**config.mk**
```make
export PLATFORM = sky130hd
export DESIGN_NAME = demux8_deserializer
export DESIGN_NICKNAME = d
export VERILOG_FILES = /design/src/rtl/demux_pkg.sv /design/src/rtl/dec3to8.sv /design/src/rtl/demux8_deserializer.sv
export SDC_FILE = /design/constraint.sdc
export NUM_CORES = 1
export LEC_CHECK = 0
export CORE_MARGIN = 2
export CORE_UTILIZATION = 50
export CTS_CLUSTER_DIAMETER = 100
export DETAILED_ROUTE_END_ITERATION = 6
export PLACE_DENSITY = 0.84
export REMOVE_ABC_BUFFERS = 1
export SYNTH_ARGS = -nofsm -noshare
export SYNTH_HDL_FRONTEND = slang
export SYNTH_HIERARCHICAL = 1
export SYNTH_SLANG_ARGS = --single-unit
```
**constraint.sdc**
```tcl
create_clock -name clk -period 2 [get_ports clk]
set_clock_uncertainty 0.05 [all_clocks]
set_input_delay 0.5 -clock clk [delete_from_list [all_inputs] [get_ports clk]]
set_output_delay 0.5 -clock clk [all_outputs]
set_load 0.01 [all_outputs]
```
**src/rtl/demux_pkg.sv**
```systemverilog
// Shared widths and slot-index helper for the 1-to-8 serial demultiplexer.
package demux_pkg;
  localparam int SEL_W   = 3;
  localparam int N_SLOTS = 8;

  typedef logic [SEL_W-1:0]   sel_t;
  typedef logic [N_SLOTS-1:0] word_t;

  localparam sel_t LAST_SEL = sel_t'(N_SLOTS - 1);

  // Map a stream position to a word slot: identity for LSB-first, mirrored otherwise.
  function automatic sel_t slot_of(input sel_t sel, input logic lsb_first);
    return lsb_first ? sel : sel_t'(LAST_SEL - sel);
  endfunction
endpackage

```
**src/rtl/dec3to8.sv**
```systemverilog
// Gated 3-to-8 one-hot decoder producing per-slot write enables.
module dec3to8
  import demux_pkg::*;
(
  input  logic  en_i,
  input  sel_t  idx_i,
  output word_t we_o
);
  always_comb begin
    we_o = '0;
    if (en_i) we_o[idx_i] = 1'b1;
  end
endmodule

```
**src/rtl/demux8_deserializer.sv**
```systemverilog
// Serial-to-8-bit deserializer: bits steered into slots by a select counter; the
// completed word is held in a one-entry valid/ready buffer, stalling only the completing bit.
module demux8_deserializer
  import demux_pkg::*;
#(
  parameter bit LSB_FIRST = 1'b1
) (
  input  logic  clk,
  input  logic  rst_n,
  input  logic  i,
  input  logic  i_valid,
  output logic  i_ready,
  input  logic  sync,
  output sel_t  s,
  output word_t o,
  output logic  o_valid,
  input  logic  o_ready
);
  sel_t  s_q, s_d, sel_base;
  word_t shadow_q, shadow_d, shadow_base, shadow_wr, slot_we;
  word_t o_q, o_d;
  logic  o_valid_q, o_valid_d;
  logic  accept, complete;

  assign i_ready = !((s_q == LAST_SEL) && o_valid_q && !o_ready);
  assign accept  = i_valid && i_ready;

  dec3to8 u_dec (
    .en_i  (accept),
    .idx_i (slot_of(sel_base, LSB_FIRST)),
    .we_o  (slot_we)
  );

  // sync restarts the word in the same cycle, so an accepted bit lands in slot 0.
  always_comb begin
    sel_base    = sync ? '0 : s_q;
    shadow_base = sync ? '0 : shadow_q;
    shadow_wr   = (shadow_base & ~slot_we) | (slot_we & {N_SLOTS{i}});
    complete    = accept && !sync && (s_q == LAST_SEL);
    s_d         = accept ? sel_t'(sel_base + sel_t'(1)) : sel_base;
    shadow_d    = complete ? '0 : shadow_wr;
    o_d         = complete ? shadow_wr : o_q;
    o_valid_d   = complete || (o_valid_q && !o_ready);
  end

  always_ff @(posedge clk or negedge rst_n) begin
    if (!rst_n) begin
      s_q       <= '0;
      shadow_q  <= '0;
      o_q       <= '0;
      o_valid_q <= 1'b0;
    end else begin
      s_q       <= s_d;
      shadow_q  <= shadow_d;
      o_q       <= o_d;
      o_valid_q <= o_valid_d;
    end
  end

  assign s       = s_q;
  assign o       = o_q;
  assign o_valid = o_valid_q;
endmodule

```
==> flow_metrics.py, run 1 <==
metrics = {
    "clock_tree": {
        "clk_path_buf_depth": 2,
        "cts.sinks": 20,
        "path_clk_slew_ns": 0.11,
        "clkLatencyLatePin_ns": 0.30,
        "clock-root-buffer": "clkbuf_4",
        "cts.htree.levels": 1,
        "cts_made_buffers": 3,
        "cts_tree": "built",
    },
    "grt": {
        "grt_max_degree": 21,
        "antenna_found_initial": 0,
        "grt_pass1_wl_mm": 3.40,
        "grt_pass1_vias": 801,
        "overflow": 0,
        "grt_usage_pct": 18.7,
    },
    "drt": {
        "drc": 0,
        "wl_per_cell_microns": 12.9,
        "via_count": 773,
        "firstDrtPassIters": 4,
        "antenna_left": 0,
        "drt-vias-per-instance": 5.05,
        "drtIter0Drc": 5,
        "drt_wl_total_mm": 1.98,
    },
    "floorplan": {
        "start_util_pct": 52.1,
        "dieArea_sq_um": 2400,
        "rows": 16,
        "die_width_microns": 49.0,
        "core_sq_um": 1940,
        "ios": 19,
        "die_h_microns": 49.0,
    },
    "timing": {
        "timing.fmax_ghz": 0.528,
        "hold_viol": 0,
        "rsz0062_at_grt": "no",
        "setup_viol": 0,
        "fin_tns_setup_ns": 0,
        "drv_slew": 0,
        "worstMarginPinSlew_ns": 0.420,
        "period_share_pct": 94.7,
        "setup_ws_ns": 0.105,
        "layout_min_cycle_time_ns": 1.89,
        "maxSlewHeadroom_pct": 71.9,
    },
    "power": {
        "ir_worst_vdd_v": 0.000568,
        "pwr_density_cell_nw_per_um2": 620,
        "leakage_nw": 0.647,
    },
    "worst_setup_path": {
        "start_kind": "primary input",
        "crit_path_cell_trace": "dlygate4sd2_1 > nand4b_1 > or2_1 > buf_2",
        "critPathMaxStageDelay_ns": 0.27,
        "crit_end": "i_ready",
        "startpoint": "o_ready",
        "crit_arrival_ns": 1.34,
        "r2r-start": "s[2]",
        "reg2reg_depth": 8,
        "critPathMaxFanout": 2,
        "rr_endpoint": "o[2]",
        "critPathRequiredTime_ns": 1.45,
        "cpMaxStageDelayCell": "or2_1",
        "worstSetupPathType": "primary input to output port",
        "worst_setup_path_end_kind": "output port",
        "r2r_slack_ns": 0.24,
    },
    "final_layout": {
        "drive_above_1_share_pct": 27.8,
        "final_nets": 134,
        "area_growth_pct": 35.4,
        "final_cells": 153,
        "diodes": 0,
    },
    "worst_hold_path": {
        "min_path_type": "primary input to asynchronous set/reset pin",
    },
    "synth": {
        "syn-instance-count": 90,
        "yosysWarnings": 6,
        "synth_edf_count": 0,
        "async_reset_ff_share_pct": 100,
        "yosysTopAreaCell": "dfrtp_1",
        "syn-cell-area_sq_um": 1010,
        "ys_seq_area_share_pct": 49.4,
        "synth_seq_cells": 20,
        "synth_most_common_cell": "dfrtp_1",
        "synth.distinct_cells": 26,
        "synth.top_cell.area_share_pct": 49.4,
        "syn_area_per_cell_sq_um": 11.2,
        "synth_ff_type": "dfrtp_1",
        "synth_common_cells": "20 x dfrtp_1, 10 x inv_1, 9 x nor2_1",
        "synth_area_leaders": "dfrtp_1 49%, mux2i_1 7.9%, nor3b_1 5.9%, a21oi_1 4.0%, and4bb_2 3.7%",
    },
    "placed_design": {
        "portBuffers": 18,
        "dpl.hpwl_mm": 1.47,
        "dp.cells": 148,
        "gp_congestion": 0.751,
        "pre_cts_slack_ns": -0.411,
    },
    "outcome": {
        "outcome": "finished clean",
    },
    "job": {
        "max_cap_viol_count": 0,
    },
}
==> cell type report <==
cell class | count | area [sq um]
inverter | 10 | 37.5
multi-input combinational | 56 | 450
sequential | 20 | 500
tap | 27 | 33.8
clock buffer | 4 | 36.3
fill | 150 | 572
timing repair buffer | 36 | 312
==> worst min-delay path by stage <==
| stage | from | to | slack (ns) |
|---|---|---|---|
| 2_1_floorplan | rst_n | o[0] | 0.15 |
| 3_3_place_gp | o[4] | o[4] | 0.46 |
| 3_5_place_dp | o[3] | o[3] | 0.46 |
| 4_1_cts | o[3] | o[3] | 0.48 |
| 5_1_grt | rst_n | o[3] | 0.50 |
| 6_report | rst_n | o[5] | 0.48 |
==> per-stage QoR <==
step	power, W	hold slack (ns)	cell area, sq um	utilization [%]
3_3_place_gp	0.000617	0.455	1320	67.8
2_1_floorplan	0.000518	0.154	976	-
4_1_cts	0.000854	0.481	1360	69.8
6_report	0.000849	0.477	1370	70.6
5_1_grt	0.000894	0.499	1370	70.6
3_5_place_dp	0.000623	0.462	1320	67.8
==> worst max-delay path, delay by kind of cell <==
kind | cells | cell delay (ns)
simple gates | 2 | 0.46
buf+inv | 2 | 0.39
==> layout by cell type (no fill, tap or decap), drive strengths merged <==
master         instances
o21ai                  1
a41o                   1
dfrtp                 20
nand2                  1
clkdlybuf4s50         15
dlygate4sd2            1
or2                    1
o211ai                 1
ha                     1
mux2i                  8
inv                   10
buf                   19
a32o                   1
xnor2                  2
nor3b                  8
and4b                  3
dlymetal6s2s           1
nor2b                  3
nor4b                  2
clkbuf                 4
nand3                  1
nor2                   9
a21oi                  8
nand4b                 1
and4                   1
and4bb                 3
==> kinds of logic after synthesis <==
kind of cell	share of synthesized area, %
simple gates	25.2
flops	49.4
buf+inv	7.29
compound gates	7.17
mux	7.91
xor+xnor	1.73
fa+ha+maj	1.24
==> registers in the layout, indices dropped and copies added (netlist names) <==
register,cells
o,8
o_valid,1
s,3
shadow_q,8
==> power breakdown <==
group          switching, W  internal [W]  leakage (nW)
Clock              0.000120      0.000111        0.0210
Sequential        0.0000168      0.000432         0.246
Combinational     0.0000757     0.0000935         0.380
==> metal layers <==
metal	global-route usage [%]	up-vias	wire length, microns
li1	-	389	-
met1	22.5	362	879
met5	0	-	0
met2	32.0	18	1010
met3	3.99	4	61
met4	8.57	0	25
==> repair_timing <==
item                       in CTS  in global routing
setup endpoints to repair      16                  4
pin swaps                       1                  0
hold buffers                    0                  0
resized for setup               6                  3
buffers inserted                1                  0
Note: power is estimated with default switching activity, not from simulation.
==> inputs of run 2 (changes only) <==
--- a/config.mk
+++ b/config.mk
@@ -5,6 +5,7 @@
 export SDC_FILE = /design/constraint.sdc
 export NUM_CORES = 1
 export LEC_CHECK = 0
+export CORE_ASPECT_RATIO = 0.7
 export CORE_MARGIN = 2
 export CORE_UTILIZATION = 50
 export CTS_CLUSTER_DIAMETER = 100
==> flow_metrics.py, run 2 (synthesis results as in run 1) <==
metrics = {
    "outcome": {
        "outcome": "finished clean",
    },
    "placed_design": {
        "dp.cells": 140,
        "dpl_cell_area_sq_um": 1290,
        "gp_congestion": 0.751,
        "pre_cts_slack_ns": -0.474,
        "dpl.hpwl_mm": 1.50,
        "portBuffers": 18,
    },
    "grt": {
        "antenna_found_initial": 0,
        "overflow": 0,
        "grt_max_degree": 21,
        "grt_usage_pct": 18.6,
        "grt_pass1_wl_mm": 3.31,
        "grt_pass1_vias": 755,
    },
    "worst_setup_path": {
        "critPathBufInv": 2,
        "start_kind": "primary input",
        "critPathMaxStageDelay_ns": 0.26,
        "r2r_slack_ns": 0.23,
        "worst_setup_path_end_kind": "output port",
        "worstSetupPathType": "primary input to output port",
        "crit_family": "simple AND/OR/NAND/NOR gates",
        "reg2reg_depth": 8,
        "crit_arrival_ns": 1.38,
        "cpMaxStageDelayCell": "dlygate4sd2_1",
        "crit_path_cell_trace": "dlygate4sd2_1 > nand4b_1 > or2_1 > buf_2",
        "rr_endpoint": "o[7]",
        "critPathRequiredTime_ns": 1.45,
        "startpoint": "o_ready",
        "r2r-start": "s[2]",
        "critPathMaxFanout": 2,
    },
    "timing": {
        "timing.fmax_ghz": 0.519,
        "maxSlewHeadroom_pct": 78.7,
        "period_share_pct": 96.4,
        "layout_min_cycle_time_ns": 1.93,
        "drv_slew": 0,
        "hold_viol": 0,
        "worstMarginPinSlew_ns": 0.318,
        "setup_viol": 0,
        "setup_ws_ns": 0.0717,
    },
    "floorplan": {
        "core_sq_um": 1890,
        "die_width_microns": 57.8,
        "dieArea_sq_um": 2410,
        "die_h_microns": 41.6,
        "rows": 13,
        "start_util_pct": 53.6,
        "ios": 19,
    },
    "final_layout": {
        "diodes": 0,
        "final_common_cell": "dfrtp_1",
        "final_cells": 143,
        "area_growth_pct": 30.8,
        "final_nets": 130,
        "drive_above_1_share_pct": 27.3,
        "layout_common_cells": "20 x dfrtp_1, 15 x clkdlybuf4s50_1, 14 x buf_4",
        "design_area_sq_um": 1320,
    },
    "clock_tree": {
        "clkLatencyLatePin_ns": 0.30,
        "cts.htree.levels": 1,
        "clock-root-buffer": "clkbuf_4",
        "clk_path_buf_depth": 2,
        "cts.sinks": 20,
        "cts_made_buffers": 3,
        "cts_tree": "built",
        "path_clk_slew_ns": 0.10,
        "postCtsHoldBufs": 0,
    },
    "drt": {
        "wl_per_cell_microns": 14.5,
        "drtIter0Drc": 16,
        "drc": 0,
        "antenna_left": 0,
        "drt-vias-per-instance": 5.31,
        "drt_wl_total_mm": 2.08,
        "via_count": 759,
        "firstDrtPassIters": 3,
    },
    "power": {
        "leakage_nw": 0.620,
        "pwr_density_cell_nw_per_um2": 606,
        "ir_worst_vdd_v": 0.000466,
    },
    "worst_hold_path": {
        "holdPathStages": 2,
        "hold_end": "o[5]",
        "min_path_type": "register to register",
        "hold_start": "o[5]",
    },
    "job": {
        "max_cap_viol_count": 0,
    },
}
-- run 2: cell count changes in the layout (fill, tap and decap cells not counted), sizes merged --
cell and delta:
buf -4, clkbuf -1
-- run 2: layer usage --
layer | up-vias | share of wire (%) | GRT usage [%]
met1 | 361 | 47 | 23.4
met2 | 16 | 46 | 29.5
met4 | 0 | 1.9 | 8.37
li1 | 378 | - | -
met3 | 4 | 4.4 | 5.61
met5 | - | 0 | 0
-- run 2: metrics by stage --
stage                     total power, W  TNS [ns]  hold WS, ns  util (%)
after floorplan                 0.000518    -0.200        0.154         -
after global placement          0.000615     -6.38        0.455      68.3
after detailed placement        0.000624     -7.45        0.458      68.3
after CTS                       0.000813         0        0.475      69.2
after global routing            0.000850  -0.00989        0.484      70.2
final                           0.000802         0        0.470      70.2
-- run 2: final cells by class --
cell class / instances / area [sq um]
clock buffer: 3 / 22.5
timing repair buffer: 32 / 282
fill: 144 / 563
sequential: 20 / 500
inverter: 10 / 37.5
tap: 22 / 27.5
multi-input combinational: 56 / 454
-- run 2: tightest hold or removal path, cell delays in order, from the launching register on --
cell     delay [ns]
dfrtp_1        0.39
inv_1          0.05
mux2i_1        0.05
-- run 2: timing repair --
| item | in CTS | in global routing |
|---|---|---|
| endpoints found under the setup margin | 17 | 15 |
| resized for setup | 5 | 6 |
| setup buffers | 0 | 0 |
| hold endpoints to repair | 0 | 0 |
| gates cloned | 0 | 0 |
| pin swaps | 1 | 1 |
-- run 2: how the worst max path moves through the flow --
stage | to | slack [ns] | cells past startpoint
finish | i_ready | 0.07 | 4
global route | o[7] | -0.01 | 9
CTS | o[0] | 0.02 | 8
detailed placement | o[4] | -0.47 | 9
global placement | i_ready | -0.46 | 4
floorplan | o[0] | -0.02 | 3
-- run 2: power breakdown --
group	switching [W]	total (W)	internal, W
clock network	0.000115	0.000185	0.0000703
logic	0.0000764	0.000168	0.0000912
registers	0.0000170	0.000449	0.000432
